**src/rtl/md_pkg.sv**
```systemverilog
// Shared op codes, FSM state encoding and divider constants for the HI/LO sequencer.
package md_pkg;

  localparam logic [2:0] OP_NONE  = 3'd0;
  localparam logic [2:0] OP_MULT  = 3'd1;
  localparam logic [2:0] OP_MULTU = 3'd2;
  localparam logic [2:0] OP_DIV   = 3'd3;
  localparam logic [2:0] OP_DIVU  = 3'd4;
  localparam logic [2:0] OP_MTHI  = 3'd5;
  localparam logic [2:0] OP_MTLO  = 3'd6;

  typedef enum logic [1:0] {ST_IDLE, ST_MUL, ST_DIV, ST_FIN} state_e;

  localparam int DIV_ITERS = 32;

  // Magnitude of a possibly-signed operand; 32'h8000_0000 maps to itself as unsigned.
  function automatic logic [31:0] mag32(input logic [31:0] v, input logic sgn);
    return (sgn & v[31]) ? (32'd0 - v) : v;
  endfunction

endpackage

```
**src/rtl/md_div_core.sv**
```systemverilog
// Iterative restoring divider on unsigned magnitudes, one quotient bit per cycle.
// quo/rem carry the result of the current iteration so the owner can capture on last.
module md_div_core #(
  parameter int ITERS = 32
) (
  input  logic        clk,
  input  logic        resetn,
  input  logic        start,
  input  logic        abort,
  input  logic [31:0] dividend,
  input  logic [31:0] divisor,
  output logic        last,
  output logic [31:0] quo,
  output logic [31:0] rem
);
  localparam int CW = $clog2(ITERS);

  logic          busy;
  logic [CW-1:0] cnt;
  logic [31:0]   q_r, r_r, d_r;
  logic [32:0]   r_sh, diff;

  always_comb begin
    r_sh = {r_r, q_r[31]};
    diff = r_sh - {1'b0, d_r};
    quo  = {q_r[30:0], ~diff[32]};
    rem  = diff[32] ? r_sh[31:0] : diff[31:0];
  end

  assign last = busy & (cnt == CW'(ITERS - 1));

  always_ff @(posedge clk or negedge resetn) begin
    if (!resetn) begin
      busy <= 1'b0;
      cnt  <= '0;
      q_r  <= '0;
      r_r  <= '0;
      d_r  <= '0;
    end else if (abort) begin
      busy <= 1'b0;
      cnt  <= '0;
    end else if (start) begin
      busy <= 1'b1;
      cnt  <= '0;
      q_r  <= dividend;
      r_r  <= '0;
      d_r  <= divisor;
    end else if (busy) begin
      q_r  <= quo;
      r_r  <= rem;
      cnt  <= cnt + 1'b1;
      if (last) busy <= 1'b0;
    end
  end

endmodule

```
**src/rtl/md_hilo_ctrl.sv**
```systemverilog
// Multiply/divide sequencer and HI/LO owner for EX. Define MD_DIV_EN to build the
// divider; without it DIV/DIVU are no-ops.
module md_hilo_ctrl
  import md_pkg::*;
#(
  parameter int MUL_LAT = 2
) (
  input  logic        clk,
  input  logic        resetn,
  input  logic        ex_valid,
  input  logic [2:0]  ex_op,
  input  logic [31:0] rs_val,
  input  logic [31:0] rt_val,
  input  logic        flush,
  output logic        md_stall,
  output logic        md_done,
  output logic [31:0] hi,
  output logic [31:0] lo
);

  state_e state;

  logic is_mul, md_op, mul_go, mul_sgn;
  logic signed [63:0] ma, mb;
  logic [63:0] mp;
  logic [MUL_LAT-1:0] vld_pipe;
  logic [63:0] prod_pipe [MUL_LAT];

  assign is_mul  = (ex_op == OP_MULT) || (ex_op == OP_MULTU);
  assign mul_sgn = (ex_op == OP_MULT);
  assign mul_go  = (state == ST_IDLE) & ex_valid & is_mul & ~flush;

`ifdef MD_DIV_EN
  logic        is_div, div_sgn, div_go, div_last, neg_q, neg_r;
  logic [31:0] div_q, div_r;

  assign is_div  = (ex_op == OP_DIV) || (ex_op == OP_DIVU);
  assign div_sgn = (ex_op == OP_DIV);
  assign div_go  = (state == ST_IDLE) & ex_valid & is_div & (rt_val != 32'd0) & ~flush;
  assign md_op   = is_mul | is_div;

  md_div_core #(.ITERS(DIV_ITERS)) u_div (
    .clk      (clk),
    .resetn   (resetn),
    .start    (div_go),
    .abort    (flush),
    .dividend (mag32(rs_val, div_sgn)),
    .divisor  (mag32(rt_val, div_sgn)),
    .last     (div_last),
    .quo      (div_q),
    .rem      (div_r)
  );

  always_ff @(posedge clk or negedge resetn) begin
    if (!resetn) begin
      neg_q <= 1'b0;
      neg_r <= 1'b0;
    end else if (div_go) begin
      neg_q <= div_sgn & (rs_val[31] ^ rt_val[31]);
      neg_r <= div_sgn & rs_val[31];
    end
  end
`else
  assign md_op = is_mul;
`endif

  // Operands are sign-extended to 64 bits so the low 64 product bits are exact for both signednesses.
  assign ma = {{32{mul_sgn & rs_val[31]}}, rs_val};
  assign mb = {{32{mul_sgn & rt_val[31]}}, rt_val};
  assign mp = ma * mb;

  always_ff @(posedge clk) begin
    if (mul_go) prod_pipe[0] <= mp;
    for (int i = 1; i < MUL_LAT; i++) prod_pipe[i] <= prod_pipe[i-1];
  end

  always_ff @(posedge clk or negedge resetn) begin
    if (!resetn) vld_pipe <= '0;
    else begin
      vld_pipe[0] <= mul_go;
      for (int i = 1; i < MUL_LAT; i++) vld_pipe[i] <= vld_pipe[i-1] & ~flush;
    end
  end

  always_comb begin
    md_stall = 1'b0;
    case (state)
      ST_IDLE:        md_stall = ex_valid & md_op & ~flush;
      ST_MUL, ST_DIV: md_stall = ~flush;
      default:        md_stall = 1'b0;
    endcase
    md_stall = md_stall & resetn;
  end

  always_ff @(posedge clk or negedge resetn) begin
    if (!resetn) begin
      state   <= ST_IDLE;
      hi      <= '0;
      lo      <= '0;
      md_done <= 1'b0;
    end else begin
      md_done <= 1'b0;
      if (flush) state <= ST_IDLE;
      else begin
        case (state)
          ST_IDLE: if (ex_valid) begin
            case (ex_op)
              OP_MTHI:           hi <= rs_val;
              OP_MTLO:           lo <= rs_val;
              OP_MULT, OP_MULTU: state <= ST_MUL;
`ifdef MD_DIV_EN
              OP_DIV, OP_DIVU: begin
                if (rt_val == 32'd0) begin
                  lo      <= 32'hFFFF_FFFF;
                  hi      <= rs_val;
                  state   <= ST_FIN;
                  md_done <= 1'b1;
                end else state <= ST_DIV;
              end
`endif
              default: ;
            endcase
          end
          ST_MUL: if (vld_pipe[MUL_LAT-1]) begin
            {hi, lo} <= prod_pipe[MUL_LAT-1];
            state    <= ST_FIN;
            md_done  <= 1'b1;
          end
`ifdef MD_DIV_EN
          ST_DIV: if (div_last) begin
            lo      <= neg_q ? (32'd0 - div_q) : div_q;
            hi      <= neg_r ? (32'd0 - div_r) : div_r;
            state   <= ST_FIN;
            md_done <= 1'b1;
          end
`endif
          default: state <= ST_IDLE;
        endcase
      end
    end
  end

endmodule

```
**config.mk**
```make
export PLATFORM = sky130hd
export DESIGN_NAME = md_hilo_ctrl
export DESIGN_NICKNAME = d
export VERILOG_FILES = /design/src/rtl/md_pkg.sv /design/src/rtl/md_div_core.sv /design/src/rtl/md_hilo_ctrl.sv
export SDC_FILE = /design/constraint.sdc
export NUM_CORES = 2
export LEC_CHECK = 0
export BUFFER_PORTS_ARGS = -buffer_cell sky130_fd_sc_hd__buf_2
export CAP_MARGIN = 20
export CORE_AREA = 2 2 287 289
export DETAILED_ROUTE_END_ITERATION = 8
export DIE_AREA = 0 0 289 291
export PLACE_DENSITY = 0.71
export RECOVER_POWER = 25
export SETUP_SLACK_MARGIN = 0.5
export SYNTH_ARGS = -nofsm -noshare
export SYNTH_HDL_FRONTEND = slang
export SYNTH_SLANG_ARGS = --single-unit
```
**constraint.sdc**
```tcl
create_clock -name clk -period 16.5 [get_ports clk]
set_input_delay 1.65 -clock clk [delete_from_list [all_inputs] [get_ports clk]]
set_output_delay 1.65 -clock clk [all_outputs]
set_load 0.02 [all_outputs]
```
Word level (Yosys, flattened, before mapping)
Memory sizes are Yosys's and may differ from the RTL's. Index checks and enable logic that the tools add are counted.

Multipliers: 1. Reduce and logical (&&, ||, !) cells: 8. Eq/ne operators: 13. Muxes and demuxes: 19. Bitwise logic cells: 10.

Operators by type and width (number): $mux 32 (6); $pmux 32 s2 (2); $mul 33x33->64 (1); $reduce_and 5->1 (2); $and 1x1->1 (9); $mux 2 (4); $eq 3x3->1 const B (2); $ne 3x3->1 const B (2); $mux 1 (5); $ne 2x1->1 const B (2); $ne 2x2->1 const B (2); $pmux 2 s2 (1); $reduce_or 2->1 (2); $eq 3x1->1 const B (1); $eq 3x2->1 const B (1); $ne 3x2->1 const B (1); $reduce_and 3->1 (1); $eq 2x1->1 const B (1); $eq 2x2->1 const B (1); $logic_not 2->1 (1); $pmux 1 s2 (1); $reduce_bool 2->1 (1); $logic_or 1x1->1 (1); $not 1->1 (1).

Memory bits (writable): 128. Output and inout port bits: 66. Memories: 1. Flip-flop bits (word level): 69.

Memories: prod_pipe (depth 2, bits a word 64, rd ports 2, clocked after Yosys merged registers in 0, wr ports 2, line md_hilo_ctrl.sv:27) `logic [63:0] prod_pipe [MUL_LAT];`.

Logic depth before layout (Yosys ltp)
Word-level depth: 6. Mapped depth: 31.

Worst setup path before layout
No wires, ideal clock.

Path kind: input -> register. Start point: input ex_op[2]. End point: memory prod_pipe[0][61] (data pin). Required time: 16.222 ns. Cell stages on the path: 29. Setup time: 0.278 ns. Buffers on the path: 3. Setup slack: 6.656 ns. Data arrival time: 9.566 ns. Cell sequence: nor3b_1 > and2_1 > clkbuf_1 > clkbuf_1 > nand2_1 > inv_1 > fa_1 > inv_1 > fa_1 > inv_1 > fa_1 > fa_1 > inv_1 > fa_1 > fa_1 > fa_1 > fa_1 > inv_1 > ha_1 > clkbuf_1 > a21o_1 > a21o_1 > a21o_1 > a21o_1 > a21oi_1 > o21ai_0 > or3_1 > nand3_1 > a311oi_1.

RTL lines: start: declaration (line md_hilo_ctrl.sv:11) `input logic [2:0] ex_op,`; end: declaration (line md_hilo_ctrl.sv:27).

==> results.ini <==
[run_status]
outcome=finished with violations
violations=capacitance limit, slew limit

[detailed_routing]
drc=0
num_vias=31500
viasPerCell=5.50
wirelength_um=117000
wl_per_cell_um=20.5
ant_nets=0
drt_first_pass_iters=6
drt_iter0_markers=2358

[global_route]
grt_pass1_vias=34400
track_usage_pct=29.4
antenna_found_initial=9
overflow=0
grt_max_degree=81
grt_pass1_wl_um=190000

[cells_and_area]
areaGrowthSynthToFinish_pct=4.72
final_layout_size_suffix_gt1_share_pct=5.03
final_nets=6048
fillers=7119
mostFrequentLayoutCell=inv_1
layout_common_cells=inv_1 (1142), fa_1 (1125), nand2_1 (780)

[logic_synthesis]
netlist.top_cell.by_area=fa_1
syn_area_um2=44200
yosysSeqAreaShare_pct=11.2
ys.flop_type=dfrtp_1
synth_top_area_share_pct=51.0
synth-edff-count=64
ys_warn_count=0
ys_top_cells_by_area=fa_1 (51%), inv_1 (9.7%), nand2_1 (6.6%)
syn_nets=6093
ys_types=61
syn_avg_cell_area_um2=9.44
synth_cells=4682
ys_ff_latch=197
async_reset_ff_share_pct=35.0

[floorplan]
rows=105
die_area_um2=84100
die_w_um=289
coreArea_um2=81200
die_y_um=291
pin_count=137
initial_utilization_pct=54.4

[clocking]
numCtsBuffers=17
clkLatencyLatePin_ns=0.45
clock_sink_count=197
h-tree-depth=4
cts_tree=built
holdBufCountCts=0
post_cts_resize_count=0
postCtsSetupBuffers=0
cts_buffer_depth=2
cts_root_buffer=clkbuf_16
cts.clk_slew.worst_paths_ns=0.07

[critical_path]
required_ns=16.68
crit_type=in -> reg
crit_path_start_kind=primary input
cp_data_arrival_time_ns=10.40
path_max_fanout=18
endpoint_kind=flop

[placed_design]
dp_hpwl_um=90700
place_congestion=0.927
io_buffers=136

[timing]
setup_tns_ns=0
finClkSkew_ns=0.0149
drv_slew=106
finalCritPeriodShare_pct=62.0
worst-slew-pin-transition_ns=3.79
fmax_mhz=97.8
finalSetupViolCount=0
rsz0062_at_grt=false
min_period_ns=10.22
hold_viol=0
max-slew-margin-rel_pct=-153

[job]
drv_cap=2

[hold_path]
hold_class=reg -> reg

through the flow:
| step | area [um2] | util (%) | hold WS [ns] | setup slack (ns) | cells |
|---|---|---|---|---|---|
| finish | 46300 | 57.0 | 0.341 | 6.28 | 5721 |
| global route | 46300 | 57.0 | 0.349 | 5.70 | 5720 |
| CTS | 46300 | 57.0 | 0.341 | 6.35 | 5720 |
| detailed placement | 45700 | 56.2 | 0.327 | 5.89 | 5688 |
| global placement | 45700 | 56.2 | 0.324 | 6.04 | 5688 |
| floorplan | 44200 | - | 0.323 | 6.66 | 4682 |
worst paths after layout:
path,startpoint,slack [ns],depth (start not counted),to
max,ex_op[2],6.28,28,prod_pipe[0][63]$_DFFE_PP_
min reg2reg,prod_pipe[0][9]$_DFFE_PP_,0.34,0,prod_pipe[0][73]$_DFF_P_
min in group asynchronous,resetn,2.63,2,lo[30]$_DFFE_PN0P_
max reg2reg,state[1]$_DFFE_PN0P_,14.00,6,lo[15]$_DFFE_PN0P_
min,prod_pipe[0][9]$_DFFE_PP_,0.34,0,prod_pipe[0][73]$_DFF_P_
max in group asynchronous,resetn,11.76,2,hi[10]$_DFFE_PN0P_
Yosys cell counts, types with 10 or more instances:
cell type / count
a211oi_1: 13
a21o_1: 34
a21oi_1: 195
a31oi_1: 10
and2_1: 310
and3_1: 28
clkbuf_1: 243
dfrtp_1: 69
dfxtp_1: 64
edfxtp_1: 64
fa_1: 1125
ha_1: 215
inv_1: 1142
nand2_1: 780
nand3_1: 12
nand4_1: 10
nor2_1: 119
nor2b_1: 41
nor3_1: 13
o21ai_0: 28
o21bai_1: 13
xnor2_1: 50
xor2_1: 24
cell type report:
type	instances	area (um2)	area share, %
Antenna cell	1	2.50	0.00541
Clock buffer	18	450	0.973
Clock inverter	14	160	0.346
Inverter	1142	4290	9.26
Multi-Input combinational cell	3096	34100	73.6
Sequential cell	197	4930	10.7
Tap cell	1070	1340	2.89
Timing Repair Buffer	183	1020	2.21
per-layer routing:
| layer | share of wire, % | global-route usage (%) | wire length (um) | vias to the layer above |
|---|---|---|---|---|
| met1 | 39 | 39.2 | 45300 | 16400 |
| met5 | 0.017 | 0 | 20 | - |
| met4 | 3.9 | 10.3 | 4620 | 4 |
| met2 | 49 | 49.1 | 57700 | 1361 |
| met3 | 8.1 | 4.57 | 9520 | 306 |
| li1 | - | - | - | 13400 |
worst max-delay path: stages:
cell and delay, ns:
buf_2 0.12, nor3b_2 0.17, buf_4 0.29, and2_1 0.72, nand2_1 0.27, inv_1 0.14
fa_1 0.39, inv_1 0.21, fa_1 0.50, inv_1 0.19, fa_1 0.49, fa_1 0.75
inv_1 0.37, fa_1 0.58, fa_1 0.56, fa_1 0.43, fa_1 0.49, inv_1 0.04
ha_1 0.41, and3_1 0.22, and3_1 0.19, nor2b_1 0.16, o21ai_0 0.10, o211a_1 0.14
o21ai_0 0.31, a211oi_1 0.11, a211oi_1 0.25, xnor2_1 0.12
registers in the layout, indices dropped and copies added (netlist names):
signal / count
hi: 32
lo: 32
md_done: 1
prod_pipe: 128
state: 2
vld_pipe: 2
logic make-up (layout without fill, tap and decap cells):
| logic type | count (synthesis) | after routing | share of synthesized area [%] |
|---|---|---|---|
| AOI/OAI and AO/OA | 339 | 339 | 4.60 |
| xor gates and xnor gates | 74 | 74 | 1.47 |
| adders and majority gates | 1340 | 1340 | 57.1 |
| buffers and inverters | 1389 | 1357 | 11.8 |
| DFF | 197 | 197 | 11.2 |
| muxes | 2 | 2 | 0.0453 |
| other | 0 | 1 | 0 |
| and+or+nand+nor | 1341 | 1341 | 13.9 |
Power is not shown: default switching activity piles up to over one toggle a cycle in this logic, so the estimate is an artifact.
